==> src/rtl/mc_ctrl_if.sv <==
// Control bus between the multicycle controller and its datapath.
// master: the controller (reads instruction fields and status, drives strobes).
// slave: the datapath side (drives instruction fields and status, reads strobes).
interface mc_ctrl_if #(
    parameter int unsigned INSTRET_W = 32
);
    logic [6:0]           opcode;
    logic [2:0]           funct3;
    logic                 funct7_5;
    logic                 zero;
    logic                 mem_ready;
    logic                 pc_write;
    logic                 pc_src;
    logic                 ir_write;
    logic                 i_or_d;
    logic                 mem_read;
    logic                 mem_write;
    logic                 alu_out_we;
    logic                 reg_write;
    logic                 mem_to_reg;
    logic                 alu_src;
    logic [3:0]           ALUCtl;
    logic [2:0]           state;
    logic                 illegal;
    logic [INSTRET_W-1:0] instret;

    modport master (
        input  opcode, funct3, funct7_5, zero, mem_ready,
        output pc_write, pc_src, ir_write, i_or_d, mem_read, mem_write, alu_out_we,
        output reg_write, mem_to_reg, alu_src, ALUCtl, state, illegal, instret
    );

    modport slave (
        output opcode, funct3, funct7_5, zero, mem_ready,
        input  pc_write, pc_src, ir_write, i_or_d, mem_read, mem_write, alu_out_we,
        input  reg_write, mem_to_reg, alu_src, ALUCtl, state, illegal, instret
    );
endinterface

==> src/rtl/mc_ctrl.sv <==
// Multicycle RV32-subset controller: FETCH/DECODE/EXEC/MEM/WB plus a sticky TRAP.
// Optional retired-instruction counter enabled by defining MC_CTRL_INSTRET_EN;
// otherwise instret reads as zero and no counter is built.
module mc_ctrl #(
    parameter int unsigned INSTRET_W = 32
) (
    input  logic      clk,
    input  logic      rst,
    mc_ctrl_if.master bus
);
    localparam logic [2:0] StFetch  = 3'd0;
    localparam logic [2:0] StDecode = 3'd1;
    localparam logic [2:0] StExec   = 3'd2;
    localparam logic [2:0] StMem    = 3'd3;
    localparam logic [2:0] StWb     = 3'd4;
    localparam logic [2:0] StTrap   = 3'd5;

    localparam logic [2:0] KindIll = 3'd0;
    localparam logic [2:0] KindR   = 3'd1;
    localparam logic [2:0] KindI   = 3'd2;
    localparam logic [2:0] KindLw  = 3'd3;
    localparam logic [2:0] KindSw  = 3'd4;
    localparam logic [2:0] KindBeq = 3'd5;

    localparam logic [3:0] AluAnd = 4'b0000;
    localparam logic [3:0] AluOr  = 4'b0001;
    localparam logic [3:0] AluAdd = 4'b0010;
    localparam logic [3:0] AluSub = 4'b0110;

    logic [2:0] state_q, state_d;
    logic [2:0] kind;
    logic [3:0] alu_op;
    logic       retire;

    // Classify the instruction held in the IR and pick its ALU operation.
    always_comb begin
        kind   = KindIll;
        alu_op = AluAdd;
        case (bus.opcode)
            7'b0110011: begin
                case (bus.funct3)
                    3'b000:  begin kind = KindR; alu_op = bus.funct7_5 ? AluSub : AluAdd; end
                    3'b111:  begin kind = KindR; alu_op = AluAnd; end
                    3'b110:  begin kind = KindR; alu_op = AluOr;  end
                    default: ;
                endcase
            end
            7'b0010011: begin
                case (bus.funct3)
                    3'b000:  begin kind = KindI; alu_op = AluAdd; end
                    3'b111:  begin kind = KindI; alu_op = AluAnd; end
                    3'b110:  begin kind = KindI; alu_op = AluOr;  end
                    default: ;
                endcase
            end
            7'b0000011: if (bus.funct3 == 3'b010) kind = KindLw;
            7'b0100011: if (bus.funct3 == 3'b010) kind = KindSw;
            7'b1100011: if (bus.funct3 == 3'b000) kind = KindBeq;
            default: ;
        endcase
    end

    // Next state and datapath strobes; everything held low while reset is asserted.
    always_comb begin
        state_d        = state_q;
        retire         = 1'b0;
        bus.pc_write   = 1'b0;
        bus.pc_src     = 1'b0;
        bus.ir_write   = 1'b0;
        bus.i_or_d     = 1'b0;
        bus.mem_read   = 1'b0;
        bus.mem_write  = 1'b0;
        bus.alu_out_we = 1'b0;
        bus.reg_write  = 1'b0;
        bus.mem_to_reg = 1'b0;
        bus.alu_src    = 1'b0;
        bus.ALUCtl     = AluAnd;
        bus.illegal    = 1'b0;
        if (!rst) begin
            case (state_q)
                StFetch: begin
                    bus.mem_read = 1'b1;
                    if (bus.mem_ready) begin
                        bus.ir_write = 1'b1;
                        bus.pc_write = 1'b1;
                        state_d      = StDecode;
                    end
                end
                StDecode: state_d = (kind == KindIll) ? StTrap : StExec;
                StExec: begin
                    bus.ALUCtl = alu_op;
                    case (kind)
                        KindR, KindI: begin
                            bus.alu_out_we = 1'b1;
                            bus.alu_src    = (kind == KindI);
                            state_d        = StWb;
                        end
                        KindLw, KindSw: begin
                            bus.alu_out_we = 1'b1;
                            bus.alu_src    = 1'b1;
                            bus.ALUCtl     = AluAdd;
                            state_d        = StMem;
                        end
                        KindBeq: begin
                            bus.ALUCtl   = AluSub;
                            bus.pc_write = bus.zero;
                            bus.pc_src   = bus.zero;
                            retire       = 1'b1;
                            state_d      = StFetch;
                        end
                        // IR is stable past DECODE, so this is only reachable on a glitch.
                        default: begin
                            bus.ALUCtl = AluAnd;
                            state_d    = StTrap;
                        end
                    endcase
                end
                StMem: begin
                    bus.i_or_d    = 1'b1;
                    bus.mem_read  = (kind == KindLw);
                    bus.mem_write = (kind == KindSw);
                    if (bus.mem_ready) begin
                        if (kind == KindLw) begin
                            state_d = StWb;
                        end else begin
                            retire  = 1'b1;
                            state_d = StFetch;
                        end
                    end
                end
                StWb: begin
                    bus.reg_write  = 1'b1;
                    bus.mem_to_reg = (kind == KindLw);
                    retire         = 1'b1;
                    state_d        = StFetch;
                end
                StTrap:  bus.illegal = 1'b1;
                default: state_d = StFetch;
            endcase
        end
    end

    // State register; reset returns to FETCH without waiting for a clock.
    always_ff @(posedge clk or posedge rst) begin
        if (rst) state_q <= StFetch;
        else     state_q <= state_d;
    end

    assign bus.state = state_q;

`ifdef MC_CTRL_INSTRET_EN
    logic [INSTRET_W-1:0] instret_q;

    // Retired-instruction counter, wraps naturally at all-ones.
    always_ff @(posedge clk or posedge rst) begin
        if (rst)         instret_q <= '0;
        else if (retire) instret_q <= instret_q + {{(INSTRET_W-1){1'b0}}, 1'b1};
    end

    assign bus.instret = instret_q;
`else
    logic unused_retire;
    assign unused_retire = retire;
    assign bus.instret   = {INSTRET_W{1'b0}};
`endif
endmodule

==> src/flat_wrapper.sv <==
// flat-port wrapper written by rule: the top's interface ports become plain ports
module mc_ctrl_flat 
#(
    parameter int unsigned INSTRET_W = 32
)
  (clk, rst, bus_opcode, bus_funct3, bus_funct7_5, bus_zero, bus_mem_ready, bus_pc_write, bus_pc_src, bus_ir_write, bus_i_or_d, bus_mem_read, bus_mem_write, bus_alu_out_we, bus_reg_write, bus_mem_to_reg, bus_alu_src, bus_ALUCtl, bus_state, bus_illegal, bus_instret);
  mc_ctrl_if #(.INSTRET_W(INSTRET_W)) bus_i ();
  input  logic clk;
  input  logic rst;
  input wire logic [$bits(bus_i.opcode)-1:0] bus_opcode;
  input wire logic [$bits(bus_i.funct3)-1:0] bus_funct3;
  input wire logic [$bits(bus_i.funct7_5)-1:0] bus_funct7_5;
  input wire logic [$bits(bus_i.zero)-1:0] bus_zero;
  input wire logic [$bits(bus_i.mem_ready)-1:0] bus_mem_ready;
  output wire logic [$bits(bus_i.pc_write)-1:0] bus_pc_write;
  output wire logic [$bits(bus_i.pc_src)-1:0] bus_pc_src;
  output wire logic [$bits(bus_i.ir_write)-1:0] bus_ir_write;
  output wire logic [$bits(bus_i.i_or_d)-1:0] bus_i_or_d;
  output wire logic [$bits(bus_i.mem_read)-1:0] bus_mem_read;
  output wire logic [$bits(bus_i.mem_write)-1:0] bus_mem_write;
  output wire logic [$bits(bus_i.alu_out_we)-1:0] bus_alu_out_we;
  output wire logic [$bits(bus_i.reg_write)-1:0] bus_reg_write;
  output wire logic [$bits(bus_i.mem_to_reg)-1:0] bus_mem_to_reg;
  output wire logic [$bits(bus_i.alu_src)-1:0] bus_alu_src;
  output wire logic [$bits(bus_i.ALUCtl)-1:0] bus_ALUCtl;
  output wire logic [$bits(bus_i.state)-1:0] bus_state;
  output wire logic [$bits(bus_i.illegal)-1:0] bus_illegal;
  output wire logic [$bits(bus_i.instret)-1:0] bus_instret;
  assign bus_i.opcode = bus_opcode;
  assign bus_i.funct3 = bus_funct3;
  assign bus_i.funct7_5 = bus_funct7_5;
  assign bus_i.zero = bus_zero;
  assign bus_i.mem_ready = bus_mem_ready;
  assign bus_pc_write = bus_i.pc_write;
  assign bus_pc_src = bus_i.pc_src;
  assign bus_ir_write = bus_i.ir_write;
  assign bus_i_or_d = bus_i.i_or_d;
  assign bus_mem_read = bus_i.mem_read;
  assign bus_mem_write = bus_i.mem_write;
  assign bus_alu_out_we = bus_i.alu_out_we;
  assign bus_reg_write = bus_i.reg_write;
  assign bus_mem_to_reg = bus_i.mem_to_reg;
  assign bus_alu_src = bus_i.alu_src;
  assign bus_ALUCtl = bus_i.ALUCtl;
  assign bus_state = bus_i.state;
  assign bus_illegal = bus_i.illegal;
  assign bus_instret = bus_i.instret;
  mc_ctrl #(.INSTRET_W(INSTRET_W)) u_core (.clk(clk), .rst(rst), .bus(bus_i));
endmodule
==> config.mk <==
export PLATFORM = sky130hd
export DESIGN_NAME = mc_ctrl_flat
export DESIGN_NICKNAME = d
export VERILOG_FILES = /design/src/rtl/mc_ctrl_if.sv /design/src/rtl/mc_ctrl.sv /design/src/flat_wrapper.sv
export SDC_FILE = /design/constraint.sdc
export NUM_CORES = 1
export LEC_CHECK = 0
export BUFFER_PORTS_ARGS = -buffer_cell sky130_fd_sc_hd__buf_2
export CORE_ASPECT_RATIO = 0.8
export CORE_MARGIN = 3
export CORE_UTILIZATION = 38
export DETAILED_ROUTE_END_ITERATION = 6
export GPL_ROUTABILITY_DRIVEN = 0
export GPL_TIMING_DRIVEN = 0
export PLACE_DENSITY = 0.8
export SLEW_MARGIN = 20
export SYNTH_ARGS = -nofsm -noshare
export SYNTH_HDL_FRONTEND = slang
export SYNTH_SLANG_ARGS = --single-unit
==> constraint.sdc <==
create_clock -name clk -period 1.7 [get_ports clk]
set_input_delay 0.085 -clock clk [delete_from_list [all_inputs] [get_ports clk]]
set_output_delay 0.085 -clock clk [all_outputs]
set_load 0.01 [all_outputs]
# Word-level counts from Yosys, hierarchy flattened
# Index checks and enable logic that the tools add are counted.
[word_totals]
register_bits = 3
wordCells = 76
out_inout_bits = 50
in_bits = 15
[op_classes]
n_mux = 45
eq_ne = 20
n_bitwise = 2
reduce_logical = 8
[ops]
columns = ["cell", "count"]
rows = [
  ["$pmux 3 s5", 2],
  ["$mux 1", 24],
  ["$pmux 4 s3", 2],
  ["$mux 3", 7],
  ["$eq 3x3->1 const B", 6],
  ["$eq 3x2->1 const B", 5],
  ["$eq 7x6->1 const B", 2],
  ["$logic_not 3->1", 3],
  ["$pmux 3 s3", 1],
  ["$mux 4", 2],
  ["$pmux 4 s2", 1],
  ["$eq 7x2->1 const B", 1],
  ["$eq 7x5->1 const B", 1],
  ["$eq 7x7->1 const B", 1],
  ["$eq 3x1->1 const B", 2],
  ["$pmux 1 s2", 3],
  ["$mux 2", 2],
  ["$ne 2x2->1 const B", 2],
  ["$pmux 2 s2", 1],
  ["$reduce_and 4->1", 1],
  ["$reduce_or 2->1", 2],
  ["$reduce_or 4->1", 1],
  ["$reduce_or 3->1", 1],
  ["$not 1->1", 2],
]

# Logic depth before layout (Yosys ltp)
# Gate-level depths: netlist of the first run.
[logic_depth]
ltp_word = 9
mapped_depth = 5
ltp_nobuf = 4

# Worst setup path after synthesis of the first run
# Ideal clock, no wire load.
[synth_path]
kind = "reg-to-output"
start = "register u_core.state_q[2] (netlist: u_core.bus.state[2])"
end = "output bus_pc_write"
required_time_ps = 1615
slack_ps = 179
path_stages_with_launch = 6
path_buffers = 1
arrival_time_ps = 1436
path_cell_list = "dfrtp_1 -> clkbuf_1 -> nor2_1 -> and4_1 -> and3_1 -> or2_2"
[synth_between]
elab_chain_len = 3
elab_cells_between_ends = 4
cone_classes = "1 x eq/ne; 2 x mux; 1 x reduce/logical"
[synth_lines]
columns = ["element", "line", "source"]
rows = [
  ["start, declared", "mc_ctrl.sv:30", "logic [2:0] state_q, state_d;"],
  ["start signal, assigned", "mc_ctrl.sv:145", "if (rst) state_q <= StFetch;"],
  ["start signal, assigned", "mc_ctrl.sv:146", "else state_q <= state_d;"],
  ["$eq 3x2->1 or $logic_not 3->1 (tied branches)", "mc_ctrl.sv:80", "case (state_q)"],
  ["$pmux 1 s2 *", "mc_ctrl.sv:80", ""],
  ["$mux 1 *", "mc_ctrl.sv:79", "if (!rst) begin"],
  ["end, declared", "flat_wrapper.sv:15", "output wire logic [$bits(bus_i.pc_write)-1:0] bus_pc_write;"],
]
# Every way passes the cells marked *; elsewhere a longest branch is shown, timed or not.

# Worst setup path in the final report of the first run
[layout_path]
start = "register u_core.state_q[1] (netlist: u_core.bus.state[1])"
end = "output bus_pc_write"
# The elaborated chain is that of the path after synthesis.

==> out/metrics.cfg, run 1 <==
[status]
outcome = complete, no violations

[clocking]
cts_buffer_depth = 2
cts.sinks = 3
cts_tree = done
cts.reportedPaths.clkPinSlew_ns = 0.04
numCtsBuffers = 3
root_buffer = clkbuf_4
cts_htree_levels = 1
clock_latency_ns = 0.23

[run]
max-cap-violations = 0

[worst_setup_path]
worst-path-stages = 5
crit_path_start_kind = register
rr_worst_depth = 5
path_buf_inv = 1
end_kind = output port
cp_slowest_cell = dfrtp_2
cp_cell_sequence = nor2b_1 -> and4_1 -> and3_1 -> or2_2 -> buf_2
critical_path_class = register to output port
crit_fanout = 3
cp_top_family = simple AND/OR/NAND/NOR gates
required_ns = 1.62
cpPeakStageDelay_ns = 0.40
arrival_ns = 1.55

[pwr]
power.density_nw_per_um2 = 310
switching_share = 0.321
ir_worst_vdd_uv = 242
p_seq_frac = 0.208
power.leakage_nw = 0.616
combPwrFrac = 0.431
pwr-share-clk = 0.361
p_sw_w = 0.000111
p_int_w = 0.000234

[floorplan]
ioPinCount = 65
start_util = 0.430
die_x_um = 55.6
core_area_um2 = 1740
placementRows = 13
die_y_um = 45.7
dieArea_um2 = 2540

[timing]
fmax_mhz = 611
final.setup.tns_ns = 0
finalCritPeriodShare = 0.963
finalCriticalPeriod_ns = 1.64
rsz0062_at_grt = yes
hold_ws_ns = 0.278
setup_violations = 0
finClkSkew_ns = 0.00566
drv_slew = 0
final-hold-violation-count = 0

[route]
drt_first_pass_iters = 4
drc = 0
wirelength_um = 2010
vias = 900
ant_nets = 0
wl_per_cell_um = 10.2
drtIter0Drc = 32
post_drt_via_cell_ratio = 4.55

[global_route]
grt_overflow = 0
grt_pass1_vias = 836
grt_antenna_before_repair = 0
grt_usage = 0.157
grt_max_degree = 11
grt_pass1_wl_um = 3260

[finish]
drive_above_1_share = 0.443
final_cells = 198
area_growth_pct = 48.7
post-route-util = 0.639
nNetsFinal = 192
antenna_cells = 0
largest_reg_flops = 3
fillers = 153

[yosys]
synthTopCellsByArea = buf_4 (33%), dfrtp_1 (10%), nand2_1 (4.5%)
synth-seq-cells = 3
ys_seq_area_frac = 0.100
syn_inst = 108
synthFlopType = dfrtp_1
netlist_area_um2 = 748
ys_types = 35
yosysWarnings = 0
synth_top_cell_area_share = 0.331
synth_edf_count = 0
async_reset_ff_frac = 1.00
synth_top_area_cell = buf_4
avgSynthCellArea_um2 = 6.93

[placement]
portBuffers = 31
hpwl_um = 1700
dp_cells = 193

[min_path]
min_path_type = input port to register
worstHoldPathCells = 3

## final cells by class
cell class,count,area (um2),share of cell area
clock buffers,4,26.3,0.0236
inverters,3,11.3,0.0101
multi-input cells,98,533,0.479
well taps,22,27.5,0.0247
flip-flops and latches,3,77.6,0.0697
repair buffers,33,173,0.155
plain buffers,35,264,0.237
## worst min-delay path, delay by kind of cell
kind,cells,cell delay (ns)
AO/OA/AOI/OAI,1,0.13
buffers and inverters,1,0.15
AND/OR/NAND/NOR,1,0.11
## cell usage in the layout, fill, tap and decap left out, types with 2 or more instances in the layout
cell type,count
nor2b_1,4
buf_2,32
buf_4,34
nand2b_1,2
a211o_1,2
dfrtp_2,2
and3_1,2
a21oi_1,5
o21a_1,2
clkbuf_4,3
nand2_1,9
conb_1,33
nor3_1,6
or3_1,3
a211oi_1,2
or2_2,2
nor3b_1,2
nor2_1,8
inv_1,3
## power groups by stage
stage	logic, W	registers [W]	clock network [W]
6_report	0.000149	0.0000718	0.000125
5_1_grt	0.000164	0.0000717	0.000136
4_1_cts	0.000141	0.0000718	0.000129
3_5_place_dp	0.000139	0.0000727	0
3_3_place_gp	0.000136	0.0000727	0
2_1_floorplan	0.000108	0.0000727	0
## repair_timing
action                                  in CTS  in global routing
setup buffers                                1                  0
hold endpoints to repair                     3                  0
endpoints found under the setup margin       6                  2
hold buffers                                 1                  0
gates resized for setup                      3                  2
## per-stage QoR
step                power, W  cell area [um2]  worst slack (ns)
finish              0.000345             1110            0.0634
CTS                 0.000342             1100            0.0506
detailed placement  0.000212             1050            0.0518
global placement    0.000209             1050            0.0910
floorplan           0.000181              868             0.179
global route        0.000371             1110          -0.00105
## metal layers
layer,vias to the layer above,share of wire,GRT usage
li1,444,-,-
met1,387,0.38,0.172
met2,65,0.48,0.302
met3,4,0.12,0.0368
met4,0,0.015,0.0583
met5,-,0,0
## Yosys cell counts (2+ instances only)
| cell type | n |
|---|---|
| a211o_1 | 2 |
| a211oi_1 | 2 |
| a21oi_1 | 5 |
| and3_1 | 2 |
| buf_4 | 33 |
| dfrtp_1 | 3 |
| inv_1 | 3 |
| nand2_1 | 9 |
| nand2b_1 | 2 |
| nor2_1 | 9 |
| nor2b_1 | 4 |
| nor3_1 | 6 |
| nor3b_1 | 2 |
| o21a_1 | 2 |
| or2_2 | 2 |
| or3_1 | 3 |
## cells by family (layout without fill, tap and decap cells)
family	Yosys count	after routing	share of synthesized area
AND/OR/NAND/NOR	46	46	0.344
buffers and inverters	39	75	0.373
AO/OA/AOI/OAI	19	19	0.177
flip-flops	3	3	0.100
other	1	33	0.00501
## final timing paths
check                                    start                   to  slack, ns
max                        u_core.bus.state[1]         bus_pc_write       0.06
min                                        rst  u_core.bus.state[2]       0.28
max reg2reg                u_core.bus.state[1]  u_core.bus.state[0]       0.28
min reg2reg                u_core.bus.state[0]  u_core.bus.state[0]       0.68
max in group asynchronous                  rst  u_core.bus.state[2]       1.07
min in group asynchronous                  rst  u_core.bus.state[1]       0.45
No activity file was read; power rests on OpenSTA's default activity.
==> inputs of run 2 (changes only) <==
Settings changed: CORE_UTILIZATION 38 to 39, CTS_BUF_LIST set to sky130_fd_sc_hd__clkbuf_4 sky130_fd_sc_hd__clkbuf_8, PLACE_DENSITY 0.8 to 0.82.
==> out/metrics.cfg, run 2 (synthesis results as in run 1) <==
[status]
outcome = complete, no violations

[route]
wl_per_cell_um = 9.94
drt_first_pass_iters = 4
wirelength_um = 1970
ant_nets = 0
drc = 0
post_drt_via_cell_ratio = 4.43
vias = 877
drtIter0Drc = 21

[clocking]
numCtsBuffers = 3
cts.sinks = 3
cts_buffer_depth = 2
cts.reportedPaths.clkPinSlew_ns = 0.03
cts_tree = done
cts_htree_levels = 1
clock_latency_ns = 0.23
root_buffer = clkbuf_4

[timing]
setup_ws_ns = 0.102
fmax_mhz = 626
final.setup.tns_ns = 0
rsz0062_at_grt = yes
finClkSkew_ns = 0.00167
drv_slew = 0
final-hold-violation-count = 0
finalCriticalPeriod_ns = 1.60
setup_violations = 0
finalCritPeriodShare = 0.940

[min_path]
min-delay-start = rst
min_path_type = input port to register

[worst_setup_path]
end_kind = output port
worstReg2RegStart = u_core.bus.state[1]
critPathLaunch = u_core.bus.state[2]
critical_path_class = register to output port
reg2reg_slack_ns = 0.32
arrival_ns = 1.51
crit_path_start_kind = register
required_ns = 1.62
crit_fanout = 10

[global_route]
grt_overflow = 0
grt_antenna_before_repair = 0
grt_pass1_vias = 743
grt_usage = 0.164
grt_max_degree = 11
grt_pass1_wl_um = 3020

[pwr]
pwr-share-clk = 0.389
switching_share = 0.309
p_sw_w = 0.000112
p_int_w = 0.000250
combPwrFrac = 0.413
p_seq_frac = 0.198
power.leakage_nw = 0.620
ir_worst_vdd_uv = 304
power.density_nw_per_um2 = 320

[floorplan]
dieArea_um2 = 2480
die_y_um = 45.2
placementRows = 13
core_area_um2 = 1710
die_x_um = 55.0
start_util = 0.438
ioPinCount = 65

[placement]
portBuffers = 31
hpwl_um = 1650
dp_slack_ns = 0.0584

[finish]
final_cell_mix = buf_4 (34), conb_1 (33), buf_2 (31)
largest_reg_flops = 3
final_common_cell = buf_4
antenna_cells = 0
nNetsFinal = 192
drive_above_1_share = 0.472
area_growth_pct = 51.2

[run]
max-cap-violations = 0

[run 2: layer usage]
| metal | share of wire | track usage |
|---|---|---|
| met2 | 0.48 | 0.276 |
| met5 | 0 | 0 |
| met1 | 0.39 | 0.205 |
| met4 | 0.013 | 0.0340 |
| met3 | 0.11 | 0.0528 |
[run 2: critical path, stage by stage, from the launching register on]
cell	delay, ns
dfrtp_2	0.45
nor2_4	0.08
and4_1	0.18
and3_1	0.17
or2_2	0.26
buf_2	0.14
[run 2: layout make-up]
type	instances	area (um2)
fillers	158	577
repair buffers	33	173
multi-input cells	98	546
plain buffers	35	267
inverters	3	11.3
well taps	22	27.5
clock buffers	4	30.0
flip-flops and latches	3	77.6
[run 2: timing repair]
| item | CTS | global route |
|---|---|---|
| setup endpoints to repair | 6 | 3 |
| setup buffers | 1 | 0 |
| hold endpoints to repair | 3 | 0 |
| pin swaps | 0 | 1 |
| cloned | 0 | 0 |
| resized for setup | 3 | 7 |
| hold buffers | 1 | 0 |
[run 2: per-stage QoR]
stage / hold WS (ns) / util / power, W / instance area [um2] / std cells
floorplan: -0.136 / - / 0.000181 / 868 / 140
global placement: 0.0405 / 0.615 / 0.000209 / 1050 / 193
detailed placement: 0.0422 / 0.615 / 0.000211 / 1050 / 193
CTS: 0.256 / 0.644 / 0.000358 / 1100 / 198
global route: 0.300 / 0.662 / 0.000392 / 1130 / 198
finish: 0.274 / 0.662 / 0.000362 / 1130 / 198
[run 2: power groups by stage]
stage               Clock (W)  Sequential [W]  Combinational [W]
floorplan                   0       0.0000727           0.000108
global placement            0       0.0000727           0.000136
detailed placement          0       0.0000727           0.000139
CTS                  0.000145       0.0000718           0.000141
global route         0.000155       0.0000717           0.000165
finish               0.000141       0.0000718           0.000149
[run 2: path summary, 6_finish.rpt]
check	to	cells past startpoint
setup reg to reg	u_core.bus.state[0]	5
max in group asynchronous	u_core.bus.state[2]	3
setup / recovery	bus_pc_write	5
hold reg to reg	u_core.bus.state[0]	3
hold / removal	u_core.bus.state[2]	3
min in group asynchronous	u_core.bus.state[0]	3
